===== src/rtl/load_store_unit.sv =====
// load_store_unit: sequences one CPU load/store at a time onto a byte-addressable memory port.
// Build option MEM_MISALIGN_SPLIT_EN: split misaligned accesses into byte beats instead of rejecting them.
module load_store_unit #(
    parameter int ADDRESS_WIDTH = 10
) (
    input  logic                     clock,
    input  logic                     reset_n,
    input  logic                     req_valid,
    output logic                     req_ready,
    input  logic                     req_write,
    input  logic [1:0]               req_size,
    input  logic                     req_unsigned,
    input  logic [ADDRESS_WIDTH-1:0] req_address,
    input  logic [31:0]              req_wdata,
    output logic                     resp_valid,
    output logic [31:0]              resp_rdata,
    output logic                     resp_error,
    output logic [ADDRESS_WIDTH-1:0] mem_address,
    output logic [1:0]               mem_size,
    output logic                     mem_write_enable,
    output logic [31:0]              mem_write_value,
    input  logic [31:0]              mem_read_value
);
    // state  | meaning
    // IDLE   | req_ready high, waiting for a request
    // ACCESS | memory beat(s) in flight; rejected requests also pass through here once
    // RESP   | resp_valid pulse
    localparam logic [1:0] ST_IDLE   = 2'd0;
    localparam logic [1:0] ST_ACCESS = 2'd1;
    localparam logic [1:0] ST_RESP   = 2'd2;

    localparam logic [1:0] SIZE_BYTE    = 2'd0;
    localparam logic [1:0] SIZE_HALF    = 2'd1;
    localparam logic [1:0] SIZE_WORD    = 2'd2;
    localparam logic [1:0] SIZE_ILLEGAL = 2'd3;

    logic [1:0]               state_q, state_d;
    logic                     write_q, write_d;
    logic [1:0]               size_q, size_d;
    logic                     unsigned_q, unsigned_d;
    logic                     error_q, error_d;
    logic                     resp_valid_q, resp_valid_d;
    logic [31:0]              resp_rdata_q, resp_rdata_d;
    logic                     resp_error_q, resp_error_d;
    logic [ADDRESS_WIDTH-1:0] mem_address_q, mem_address_d;
    logic [1:0]               mem_size_q, mem_size_d;
    logic                     mem_write_enable_q, mem_write_enable_d;
    logic [31:0]              mem_write_value_q, mem_write_value_d;
`ifdef MEM_MISALIGN_SPLIT_EN
    logic                     misaligned_q, misaligned_d;
    logic [1:0]               byte_idx_q, byte_idx_d;
    logic [31:0]              wdata_q, wdata_d;
    logic [31:0]              rdata_q, rdata_d;
`endif

    logic        req_misaligned;
    logic        access_done;
    logic [31:0] load_data;

    function automatic logic [31:0] size_mask(input logic [1:0] size);
        case (size)
            SIZE_BYTE: size_mask = 32'h0000_00FF;
            SIZE_HALF: size_mask = 32'h0000_FFFF;
            default:   size_mask = 32'hFFFF_FFFF;
        endcase
    endfunction

    function automatic logic [31:0] extend_load(input logic [31:0] raw, input logic [1:0] size,
                                                input logic is_unsigned);
        case (size)
            SIZE_BYTE: extend_load = {{24{~is_unsigned & raw[7]}}, raw[7:0]};
            SIZE_HALF: extend_load = {{16{~is_unsigned & raw[15]}}, raw[15:0]};
            default:   extend_load = raw;
        endcase
    endfunction

    always_comb begin
        case (req_size)
            SIZE_HALF: req_misaligned = req_address[0];
            SIZE_WORD: req_misaligned = (req_address[1:0] != 2'b00);
            default:   req_misaligned = 1'b0;
        endcase
    end

`ifdef MEM_MISALIGN_SPLIT_EN
    assign access_done = !misaligned_q ||
                         (byte_idx_q == ((size_q == SIZE_HALF) ? 2'd1 : 2'd3));

    // Split loads collect one byte per beat into the assembly register.
    always_comb begin
        load_data = mem_read_value;
        if (misaligned_q) begin
            load_data = rdata_q;
            load_data[{byte_idx_q, 3'b000} +: 8] = mem_read_value[7:0];
        end
    end
`else
    assign access_done = 1'b1;
    assign load_data   = mem_read_value;
`endif

    always_comb begin
        state_d            = state_q;
        write_d            = write_q;
        size_d             = size_q;
        unsigned_d         = unsigned_q;
        error_d            = error_q;
        resp_valid_d       = 1'b0;
        resp_rdata_d       = resp_rdata_q;
        resp_error_d       = resp_error_q;
        mem_address_d      = mem_address_q;
        mem_size_d         = mem_size_q;
        mem_write_enable_d = mem_write_enable_q;
        mem_write_value_d  = mem_write_value_q;
`ifdef MEM_MISALIGN_SPLIT_EN
        misaligned_d       = misaligned_q;
        byte_idx_d         = byte_idx_q;
        wdata_d            = wdata_q;
        rdata_d            = rdata_q;
`endif

        case (state_q)
            ST_IDLE: begin
                if (req_valid) begin
                    write_d    = req_write;
                    size_d     = req_size;
                    unsigned_d = req_unsigned;
                    state_d    = ST_ACCESS;
`ifdef MEM_MISALIGN_SPLIT_EN
                    wdata_d      = req_wdata;
                    rdata_d      = '0;
                    byte_idx_d   = 2'd0;
                    misaligned_d = 1'b0;
                    if (req_size == SIZE_ILLEGAL) begin
                        error_d = 1'b1;
                    end else begin
                        error_d            = 1'b0;
                        misaligned_d       = req_misaligned;
                        mem_address_d      = req_address;
                        mem_write_enable_d = req_write;
                        if (req_misaligned) begin
                            mem_size_d        = SIZE_BYTE;
                            mem_write_value_d = {24'h0, req_wdata[7:0]};
                        end else begin
                            mem_size_d        = req_size;
                            mem_write_value_d = req_wdata & size_mask(req_size);
                        end
                    end
`else
                    if (req_size == SIZE_ILLEGAL || req_misaligned) begin
                        error_d = 1'b1;
                    end else begin
                        error_d            = 1'b0;
                        mem_address_d      = req_address;
                        mem_size_d         = req_size;
                        mem_write_enable_d = req_write;
                        mem_write_value_d  = req_wdata & size_mask(req_size);
                    end
`endif
                end
            end

            // Rejected requests spend one quiet ACCESS cycle so every single-beat response
            // lands at the same latency; the memory port is left untouched for them.
            ST_ACCESS: begin
`ifdef MEM_MISALIGN_SPLIT_EN
                rdata_d = load_data;
`endif
                if (error_q || access_done) begin
                    state_d            = ST_RESP;
                    mem_write_enable_d = 1'b0;
                    resp_valid_d       = 1'b1;
                    resp_error_d       = error_q;
                    resp_rdata_d       = (write_q || error_q) ? 32'h0
                                       : extend_load(load_data, size_q, unsigned_q);
                end
`ifdef MEM_MISALIGN_SPLIT_EN
                else begin
                    byte_idx_d        = byte_idx_q + 2'd1;
                    mem_address_d     = mem_address_q + ADDRESS_WIDTH'(1);
                    mem_write_value_d = {24'h0, wdata_q[{byte_idx_d, 3'b000} +: 8]};
                end
`endif
            end

            ST_RESP: begin
                state_d      = ST_IDLE;
                resp_rdata_d = 32'h0;
                resp_error_d = 1'b0;
            end

            default: state_d = ST_IDLE;
        endcase
    end

    always_ff @(posedge clock) begin
        if (!reset_n) begin
            state_q            <= ST_IDLE;
            write_q            <= 1'b0;
            size_q             <= SIZE_BYTE;
            unsigned_q         <= 1'b0;
            error_q            <= 1'b0;
            resp_valid_q       <= 1'b0;
            resp_rdata_q       <= 32'h0;
            resp_error_q       <= 1'b0;
            mem_address_q      <= '0;
            mem_size_q         <= SIZE_WORD;
            mem_write_enable_q <= 1'b0;
            mem_write_value_q  <= 32'h0;
`ifdef MEM_MISALIGN_SPLIT_EN
            misaligned_q       <= 1'b0;
            byte_idx_q         <= 2'd0;
            wdata_q            <= 32'h0;
            rdata_q            <= 32'h0;
`endif
        end else begin
            state_q            <= state_d;
            write_q            <= write_d;
            size_q             <= size_d;
            unsigned_q         <= unsigned_d;
            error_q            <= error_d;
            resp_valid_q       <= resp_valid_d;
            resp_rdata_q       <= resp_rdata_d;
            resp_error_q       <= resp_error_d;
            mem_address_q      <= mem_address_d;
            mem_size_q         <= mem_size_d;
            mem_write_enable_q <= mem_write_enable_d;
            mem_write_value_q  <= mem_write_value_d;
`ifdef MEM_MISALIGN_SPLIT_EN
            misaligned_q       <= misaligned_d;
            byte_idx_q         <= byte_idx_d;
            wdata_q            <= wdata_d;
            rdata_q            <= rdata_d;
`endif
        end
    end

    assign req_ready        = (state_q == ST_IDLE);
    assign resp_valid       = resp_valid_q;
    assign resp_rdata       = resp_rdata_q;
    assign resp_error       = resp_error_q;
    assign mem_address      = mem_address_q;
    assign mem_size         = mem_size_q;
    assign mem_write_enable = mem_write_enable_q;
    assign mem_write_value  = mem_write_value_q;

endmodule

===== config.mk =====
export PLATFORM = sky130hd
export DESIGN_NAME = load_store_unit
export DESIGN_NICKNAME = d
export VERILOG_FILES = /design/src/rtl/load_store_unit.sv
export SDC_FILE = /design/constraint.sdc
export NUM_CORES = 1
export LEC_CHECK = 0
export ABC_AREA = 1
export CORE_MARGIN = 2
export CORE_UTILIZATION = 30
export CTS_CLUSTER_DIAMETER = 200
export DETAILED_ROUTE_END_ITERATION = 10
export PLACE_DENSITY = 0.7
export SYNTH_ARGS = -nofsm -noshare
export SYNTH_HDL_FRONTEND = slang
export SYNTH_SLANG_ARGS = --single-unit

===== constraint.sdc =====
create_clock -name clock -period 1.8 [get_ports clock]
set_input_delay 0.36 -clock clock [delete_from_list [all_inputs] [get_ports clock]]
set_output_delay 0.36 -clock clock [all_outputs]
set_load 0.02 [all_outputs]

==> results of run 1 <==
cells by family (layout without fill, tap and decap cells):
group | Yosys count | in the layout | synth area share, %
AO/OA/AOI/OAI | 54 | 54 | 7.20
adder cells (fa/ha/maj) | 9 | 9 | 2.97
buffers and inverters | 78 | 236 | 10.0
flip-flops | 86 | 86 | 45.4
AND/OR/NAND/NOR | 287 | 287 | 34.4
state kept, by name (all words and copies together) (netlist names):
| signal | count |
|---|---|
| unsigned_q | 1 |
| mem_write_enable | 1 |
| mem_write_value | 32 |
| resp_error | 1 |
| error_q | 1 |
| resp_rdata | 32 |
| mem_size | 2 |
| mem_address | 10 |
| size_q | 2 |
| state_q | 2 |
| resp_valid | 1 |
| write_q | 1 |
where the power goes:
part	total, mW	switching (mW)	internal [mW]
Combinational	1.80	1.00	0.795
Sequential	2.25	0.128	2.12
Clock	2.14	0.740	1.40
Total	6.18	1.87	4.31
cell usage after synthesis (all sizes together):
cell type	instances	share of area (%)
a21boi	1	0.20
a21oi	39	5.2
buf	33	5.4
clkbuf	6	0.69
dfxtp	86	45
ha	9	3.0
inv	39	3.9
nand2	127	13
nand3	48	6.5
nand3b	1	0.20
nand4	44	7.3
nor2	66	7.4
o21ai	14	1.8
or2	1	0.17
through the flow:
step / cell area (sq um) / hold WS [ns]
after floorplan: 3790 / 0.443
after global placement: 5580 / 0.447
final: 5960 / 0.379
after detailed placement: 5580 / 0.450
after CTS: 5930 / 0.465
after global routing: 5960 / 0.409
critical path, stage by stage (launching register included):
cell and delay [ns]:
dfxtp_1 0.36, inv_1 0.11, ha_1 0.24, clkdlybuf4s15_1 0.32
final cells by class:
cell class / instances / area, sq um
Clock inverter: 5 / 106
Fill cell: 1222 / 6500
Timing Repair Buffer: 181 / 1840
Multi-Input combinational cell: 350 / 1690
Tap cell: 172 / 215
Sequential cell: 86 / 1720
Inverter: 39 / 146
Clock buffer: 11 / 243
routing by layer:
metal | up-vias | share of wire (%)
met2 | 128 | 47
met4 | 0 | 1.3
met5 | - | 0
met3 | 15 | 8.9
met1 | 1765 | 43
li1 | 1981 | -
worst max path at each step:
stage | startpoint | endpoint | slack (ns)
2_1_floorplan | state_q[0] | mem_write_value[23] | 0.20
3_3_place_gp | req_size[0] | mem_write_value[9] | -0.19
3_5_place_dp | req_size[0] | mem_write_value[0] | -0.26
4_1_cts | state_q[0] | req_ready | 0.04
5_1_grt | state_q[0] | req_ready | 0.006
6_report | state_q[0] | req_ready | 0.08
repair_timing:
action	CTS	global route
cloned	0	1
buffers inserted	0	0
gates resized for setup	1	3
setup endpoints to repair	1	49
hold buffers	0	0
pin swaps	0	2
==> impl_metrics.tcl, run 1 <==
set metrics [dict create \
    hp-class "input port to flop" \
    grt_pass1_vias 3676 \
    cts_made_buffers 9 \
    yosysWarnings 0 \
    worstPathMaxFanout 4 \
    crit_path_end_kind "primary output" \
    hpwlAfterDp_um 7620 \
    mostFrequentLayoutCell "clkdlybuf4s50_1" \
    p_per_area_mw_per_mm2 1040 \
    yosysSeqAreaShare_pct 45.4 \
    setup_ws_ns 0.0836 \
    grt_max_degree 56 \
    rr_startpoint "state_q[0]" \
    cts_root_buffer "clkbuf_16" \
    vias_per_cell 4.61 \
    hold_violations 0 \
    die_y_um 116 \
    vias 3889 \
    grtUsageTotal_pct 16.0 \
    clk_path_buf_depth 2 \
    fp-row-count 41 \
    drtPass1Iterations 5 \
    gp_congestion 0.745 \
    antennaDiodeCount 0 \
    r2r-end "resp_rdata[26]" \
    grt_pass1_wl_um 17400 \
    portBuffers 160 \
    dp_slack_ns -0.257 \
    critical_path_arrival_ns 1.36 \
    dieWidth_um 116 \
    grt_use_met1_pct 18.9 \
    h-tree-depth 3 \
    coreArea_sq_mm 0.0125 \
    overflow 0 \
    syn_area_sq_mm 0.00379 \
    clk_pin_slew_worst_paths_ns 0.06 \
    syn_inst 514 \
    min_path_cells 3 \
    fin_nets 757 \
    antenna_left 0 \
    grt_use_met2_pct 26.9 \
    start_kind "flop" \
    required_ns 1.44 \
    final_util_pct 47.8 \
    ios 161 \
    min_period_over_period_pct 95.4 \
    final_cells 844 \
    drtIter0Drc 236 \
    area_growth_pct 57.3 \
    fin_setup_tns_ns 0 \
    grt.busiest_layer "met2" \
    synth_nets 604 \
    fin_skew_ns 0.00652 \
    met3_usage_pct 6.28 \
    wl_per_cell_um 12.8 \
    layout_common_cells "clkdlybuf4s50_1 (157), nand2_1 (124), dfxtp_1 (86)" \
    start_util_pct 30.4 \
    finalSetupViolations 0 \
    maxSlewViolCount 0 \
    hold_end "mem_size[0]" \
    r2r_setup_slack_ns 0.20 \
    fmax_ghz 0.583 \
    reg2reg_depth 9 \
    antenna_found_initial 0 \
    slew-limit-headroom_pct 72.7 \
    worstMarginPinSlew_ns 0.410 \
    peakVddDrop_v 0.000487 \
    worstHoldStart "req_size[0]" \
    power_mw 6.18 \
    avgSynthCellArea_sq_um 7.37 \
    maxCapViolations 0 \
    cts_sinks 86 \
    period_needed_ns 1.72 \
    dieArea_sq_mm 0.0135 \
    insertion_delay_ns 0.33 \
    rsz0062_at_grt "no" \
    p_leak_nw 2.58 \
    status "complete, no violations" \
    crit_type "flop to primary output" \
    dp.cells 827 \
    wl_um 10800 \
    synthDistinctLibCells 24 \
    drcViolationCount 0 \
    ys_seq_elements 86 \
    drive_above_1_share_pct 8.33 \
    cts_tree "built" \
]
No activity file was read; power rests on OpenSTA's default activity.
==> run 2, diff against run 1 <==
--- a/config.mk
+++ b/config.mk
@@ -10,7 +10,7 @@
 export CORE_UTILIZATION = 30
 export CTS_CLUSTER_DIAMETER = 200
 export DETAILED_ROUTE_END_ITERATION = 10
-export PLACE_DENSITY = 0.7
+export PLACE_DENSITY = 0.66
 export SYNTH_ARGS = -nofsm -noshare
 export SYNTH_HDL_FRONTEND = slang
 export SYNTH_SLANG_ARGS = --single-unit
==> run 2 against run 1 <==
Die area is the same. Sequential share of layout area grew 0.48 points. Final area shrank 1.6%. Total power shrank 6.7%. Worst hold slack gained 0.071 ns. Clock skew is essentially flat. Critical path depth is the same. Flip-flop and latch count is the same. First-iteration DRC count grew 34%. Sequential power is essentially flat. Count of clock-buffer cells in the layout grew 2. Register-to-register slack is essentially flat. Critical path type unchanged. Critical endpoint unchanged. Highest routed layer unchanged.
==> impl_metrics.tcl, run 2 (same netlist as run 1, synthesis figures left out) <==
set metrics [dict create \
    status "complete, no violations" \
    ios 161 \
    hp-class "input port to flop" \
    cp.buffers_inverters 2 \
    overflow 0 \
    wl_per_cell_um 12.8 \
    dieWidth_um 116 \
    fp-row-count 41 \
    multi_input_area_sq_mm 0.00169 \
    required_ns 1.44 \
    start_kind "flop" \
    r2r_setup_slack_ns 0.20 \
    clockPowerShare_pct 30.1 \
    min_path_cells 3 \
    dieArea_sq_mm 0.0135 \
    seqCellArea_sq_mm 0.00172 \
    cts_sinks 86 \
    maxCapViolations 0 \
    grt_pass1_vias 3633 \
    switching_share_pct 32.2 \
    antennaDiodeCount 0 \
    wl_um 10800 \
    worstHoldStart "reset_n" \
    final_cells 843 \
    p_switching_mw 1.86 \
    cts_tree "built" \
    gp_congestion 0.760 \
    cp_slowest_cell "dfxtp_1" \
    grtUsageTotal_pct 15.5 \
    cts_root_buffer "clkbuf_16" \
    crit_path_end_kind "primary output" \
    cts_made_buffers 9 \
    vias_per_cell 4.59 \
    portBuffers 160 \
    p_per_area_mw_per_mm2 984 \
    start_util_pct 30.4 \
    mostFrequentLayoutCell "clkdlybuf4s50_1" \
    reg2reg_depth 9 \
    grt_pass1_wl_um 16900 \
    insertion_delay_ns 0.33 \
    rr_startpoint "state_q[0]" \
    maxSlewViolCount 0 \
    drtIter0Drc 317 \
    min_period_over_period_pct 93.9 \
    hpwlAfterDp_um 7670 \
    dp.cells 827 \
    hold_end "error_q" \
    combPwrFrac_pct 30.9 \
    slowest_delay_ns 0.37 \
    drcViolationCount 0 \
    fin_skew_ns 0.00615 \
    final_util_pct 47.0 \
    r2r-end "resp_rdata[26]" \
    crit_family "buffers and inverters" \
    antenna_found_initial 0 \
    worstPathMaxFanout 4 \
    antenna_left 0 \
    vias 3869 \
    p_leak_nw 2.53 \
    crit_type "flop to primary output" \
    hold_violations 0 \
    filler_cell_count 1281 \
    grt_max_degree 44 \
    fin_nets 756 \
    slew-limit-headroom_pct 74.4 \
    rsz0062_at_grt "no" \
    critical_path_arrival_ns 1.33 \
    cp.depth 3 \
    period_needed_ns 1.69 \
    seq_power_share_pct 38.9 \
    layout_common_cells "clkdlybuf4s50_1 (158), nand2_1 (124), dfxtp_1 (86)" \
    clk_path_buf_depth 2 \
    worstMarginPinSlew_ns 0.384 \
    clk_pin_slew_worst_paths_ns 0.06 \
    drive_above_1_share_pct 8.05 \
    die_y_um 116 \
    coreArea_sq_mm 0.0125 \
    area_growth_pct 54.7 \
    h-tree-depth 3 \
    drtPass1Iterations 4 \
    finalSetupViolations 0 \
    cp_cell_sequence "inv_1, ha_1, clkdlybuf4s15_1" \
    peakVddDrop_v 0.000604 \
    p_int_mw 3.91 \
    fmax_ghz 0.591 \
]
-- run 2: cell count changes in the layout (fill, tap and decap cells not counted), sizes merged --
cell | before | now
clkbuf | 12 | 13
clkdlybuf4s50 | 157 | 158
dlymetal6s2s | 1 | 0
clkinvlp | 1 | 0
clkinv | 1 | 3
bufinv | 3 | 0
-- run 2: area by class of cell --
class                           count  area share, %
Clock inverter                      3          0.320
Clock buffer                       13           4.44
Tap cell                          172           3.67
Multi-Input combinational cell    350           28.9
Timing Repair Buffer              180           30.9
Sequential cell                    86           29.4
Inverter                           39           2.50
-- run 2: power groups by stage --
| stage | Sequential, mW | Combinational, mW | Clock [mW] |
|---|---|---|---|
| 2_1_floorplan | 2.49 | 0.798 | 0 |
| 5_1_grt | 2.27 | 1.96 | 1.88 |
| 6_report | 2.25 | 1.78 | 1.74 |
| 3_3_place_gp | 2.28 | 1.76 | 0 |
| 3_5_place_dp | 2.29 | 1.79 | 0 |
| 4_1_cts | 2.25 | 1.80 | 1.80 |
-- run 2: worst max-delay path by stage --
stage / startpoint / to / slack (ns)
after CTS: state_q[0] / req_ready / 0.07
after global routing: req_size[0] / mem_address[9] / 0.005
final: state_q[0] / req_ready / 0.11
after detailed placement: req_size[0] / mem_write_value[14] / -0.22
after floorplan: state_q[0] / mem_write_value[23] / 0.20
after global placement: req_size[0] / mem_write_value[11] / -0.14
-- run 2: routing by layer --
layer / track usage, % / wire (um)
met5: 0 / 0
met4: 4.60 / 97
met3: 4.83 / 797
met2: 26.8 / 5070
met1: 18.6 / 4840
-- run 2: timing repair --
| item | 4_1_cts | 5_1_grt |
|---|---|---|
| endpoints found under the setup margin | 1 | 2 |
| resized for setup | 1 | 2 |
| hold buffers | 0 | 0 |
| setup buffers | 0 | 0 |
-- run 2: metrics by stage --
step / power (mW) / setup TNS [ns] / hold slack [ns] / worst slack [ns] / cell area (sq um)
final: 5.77 / 0 / 0.450 / 0.109 / 5860
after global routing: 6.11 / 0 / 0.477 / 0.00548 / 5860
after CTS: 5.85 / 0 / 0.444 / 0.0689 / 5860
after detailed placement: 4.08 / -8.88 / 0.453 / -0.219 / 5580
after global placement: 4.04 / -5.58 / 0.439 / -0.136 / 5580
after floorplan: 3.29 / 0 / 0.443 / 0.203 / 3790
-- run 2: worst register-to-register path, stage by stage (launching register included) --
cell and delay [ns]:
dfxtp_1 0.37, inv_1 0.11, ha_1 0.32, inv_2 0.05, nor2_2 0.12, nand2_2 0.07, buf_4 0.19, nor2_1 0.10
nand2_1 0.06, a21oi_1 0.15
==> run 3, diff against run 2 <==
--- a/config.mk
+++ b/config.mk
@@ -8,9 +8,9 @@
 export ABC_AREA = 1
 export CORE_MARGIN = 2
 export CORE_UTILIZATION = 30
-export CTS_CLUSTER_DIAMETER = 200
 export DETAILED_ROUTE_END_ITERATION = 10
 export PLACE_DENSITY = 0.66
+export SETUP_SLACK_MARGIN = 0.15
 export SYNTH_ARGS = -nofsm -noshare
 export SYNTH_HDL_FRONTEND = slang
 export SYNTH_SLANG_ARGS = --single-unit
==> run 3 against run 2 <==
Flip-flop and latch count stayed put. Critical path type unchanged. Wire length grew 4.7%. Via count rose by 1.8%. Count of clock-buffer cells in the layout did not move. Largest power group unchanged.
==> impl_metrics.tcl, run 3 (same netlist as run 1, synthesis figures left out) <==
set metrics [dict create \
    antenna_left 0 \
    fin_nets 761 \
    insertion_delay_ns 0.33 \
    drcViolationCount 0 \
    finalHoldWorstSlack_ns 0.450 \
    wl_um 11300 \
    wl_per_cell_um 13.3 \
    antenna_found_initial 0 \
    start_util_pct 30.4 \
    vias_per_cell 4.64 \
    switching_share_pct 32.6 \
    area_growth_pct 58.5 \
    grtUsageTotal_pct 15.6 \
    vias 3938 \
    crit_type "flop to primary output" \
    final_util_pct 48.2 \
    p_per_area_mw_per_mm2 960 \
    finalSetupViolations 0 \
    fp-row-count 41 \
    maxSlewViolCount 0 \
    worstPathMaxFanout 2 \
    overflow 0 \
    stdcell_area_sq_mm 0.00601 \
    period_needed_ns 1.63 \
    antennaDiodeCount 0 \
    drtIter0Drc 226 \
    post_dp_cell_area_sq_mm 0.00558 \
    hold_violations 0 \
    clk_path_buf_depth 2 \
    cp_slowest_cell "clkdlybuf4s50_1" \
    crit_path_end_kind "primary output" \
    required_ns 1.44 \
    maxCapViolations 0 \
    cts_made_buffers 9 \
    r2r_setup_slack_ns 0.27 \
    cts_sinks 86 \
    combPwrFrac_pct 31.0 \
    setup_ws_ns 0.167 \
    rsz0062_at_grt "yes" \
    coreArea_sq_mm 0.0125 \
    reg2reg_depth 8 \
    mostFrequentLayoutCell "nand2_1" \
    drtPass1Iterations 4 \
    rr_startpoint "state_q[1]" \
    peakVddDrop_v 0.000603 \
    r2r-end "mem_address[9]" \
    crit_family "buffers and inverters" \
    grt_pass1_vias 3616 \
    hp-class "input port to flop" \
    status "complete, no violations" \
    dp.cells 827 \
    gp_congestion 0.760 \
    slowest_delay_ns 0.61 \
    fin_skew_ns 0.00511 \
    portBuffers 160 \
    seq_power_share_pct 38.9 \
    grt_max_degree 44 \
    dp_slack_ns -0.219 \
    min_path_cells 3 \
    layout_common_cells "nand2_1 (123), dfxtp_1 (85), clkdlybuf4s50_1 (78)" \
    fmax_ghz 0.612 \
    grt_pass1_wl_um 16900 \
    p_int_mw 3.89 \
    start_kind "flop" \
    final_cells 848 \
    ios 161 \
    hold_buffers 0 \
    die_y_um 116 \
    clockPowerShare_pct 30.2 \
    dieWidth_um 116 \
    hold_end "error_q" \
    cts_tree "built" \
    drive_above_1_share_pct 9.17 \
    p_switching_mw 1.88 \
    clk_pin_slew_worst_paths_ns 0.06 \
    p_leak_nw 3.41 \
    worstHoldStart "reset_n" \
    h-tree-depth 3 \
    dieArea_sq_mm 0.0135 \
    critical_path_arrival_ns 1.27 \
    slew-limit-headroom_pct 74.3 \
    cp.buffers_inverters 1 \
    cts_root_buffer "clkbuf_16" \
    min_period_over_period_pct 90.7 \
    cp_cell_sequence "clkdlybuf4s50_1" \
    worstMarginPinSlew_ns 0.385 \
    hpwlAfterDp_um 7670 \
]
[run 3: final cells by class]
class | count | area, sq um
clock buffers | 13 | 260
clock inverters | 3 | 18.8
fillers | 1269 | 6460
inverters | 39 | 148
multi-input cells | 350 | 1690
flip-flops and latches | 86 | 1720
well taps | 172 | 215
repair buffers | 185 | 1950
[run 3: how the worst max path moves through the flow]
| stage | start | end | cells after the start |
|---|---|---|---|
| after CTS | req_size[0] | mem_write_value[14] | 7 |
| after global placement | req_size[0] | mem_write_value[11] | 7 |
| after floorplan | state_q[0] | mem_write_value[23] | 8 |
| after detailed placement | req_size[0] | mem_write_value[14] | 7 |
| final | mem_address[8] | mem_address[8] | 1 |
| after global routing | state_q[1] | resp_rdata[19] | 9 |
[run 3: stage by stage]
stage	total power [mW]	setup TNS (ns)
after floorplan	3.29	0
after global placement	4.04	-5.58
after detailed placement	4.08	-8.88
after global routing	6.10	0
final	5.77	0
after CTS	5.79	0
[run 3: routing by layer]
layer / share of wire [%] / global-route usage (%) / vias to the layer above
li1: - / - / 1987
met2: 47 / 26.9 / 116
met1: 44 / 18.7 / 1828
met4: 0.88 / 4.68 / 0
met5: 0 / 0 / -
met3: 7.3 / 4.72 / 7
[run 3: power by group through the flow]
| stage | Sequential, mW | Combinational (mW) | Clock (mW) |
|---|---|---|---|
| after floorplan | 2.49 | 0.798 | 0 |
| after global placement | 2.28 | 1.76 | 0 |
| after detailed placement | 2.29 | 1.79 | 0 |
| after CTS | 2.24 | 1.74 | 1.80 |
| after global routing | 2.27 | 1.96 | 1.88 |
| final | 2.24 | 1.78 | 1.74 |
[run 3: what timing repair did]
action | in CTS | in global routing
buffers inserted | 0 | 2
endpoints found under the setup margin | 59 | 115
hold endpoints to repair | 0 | 0
resized for setup | 45 | 50
cloned | 0 | 3
pin swaps | 0 | 3
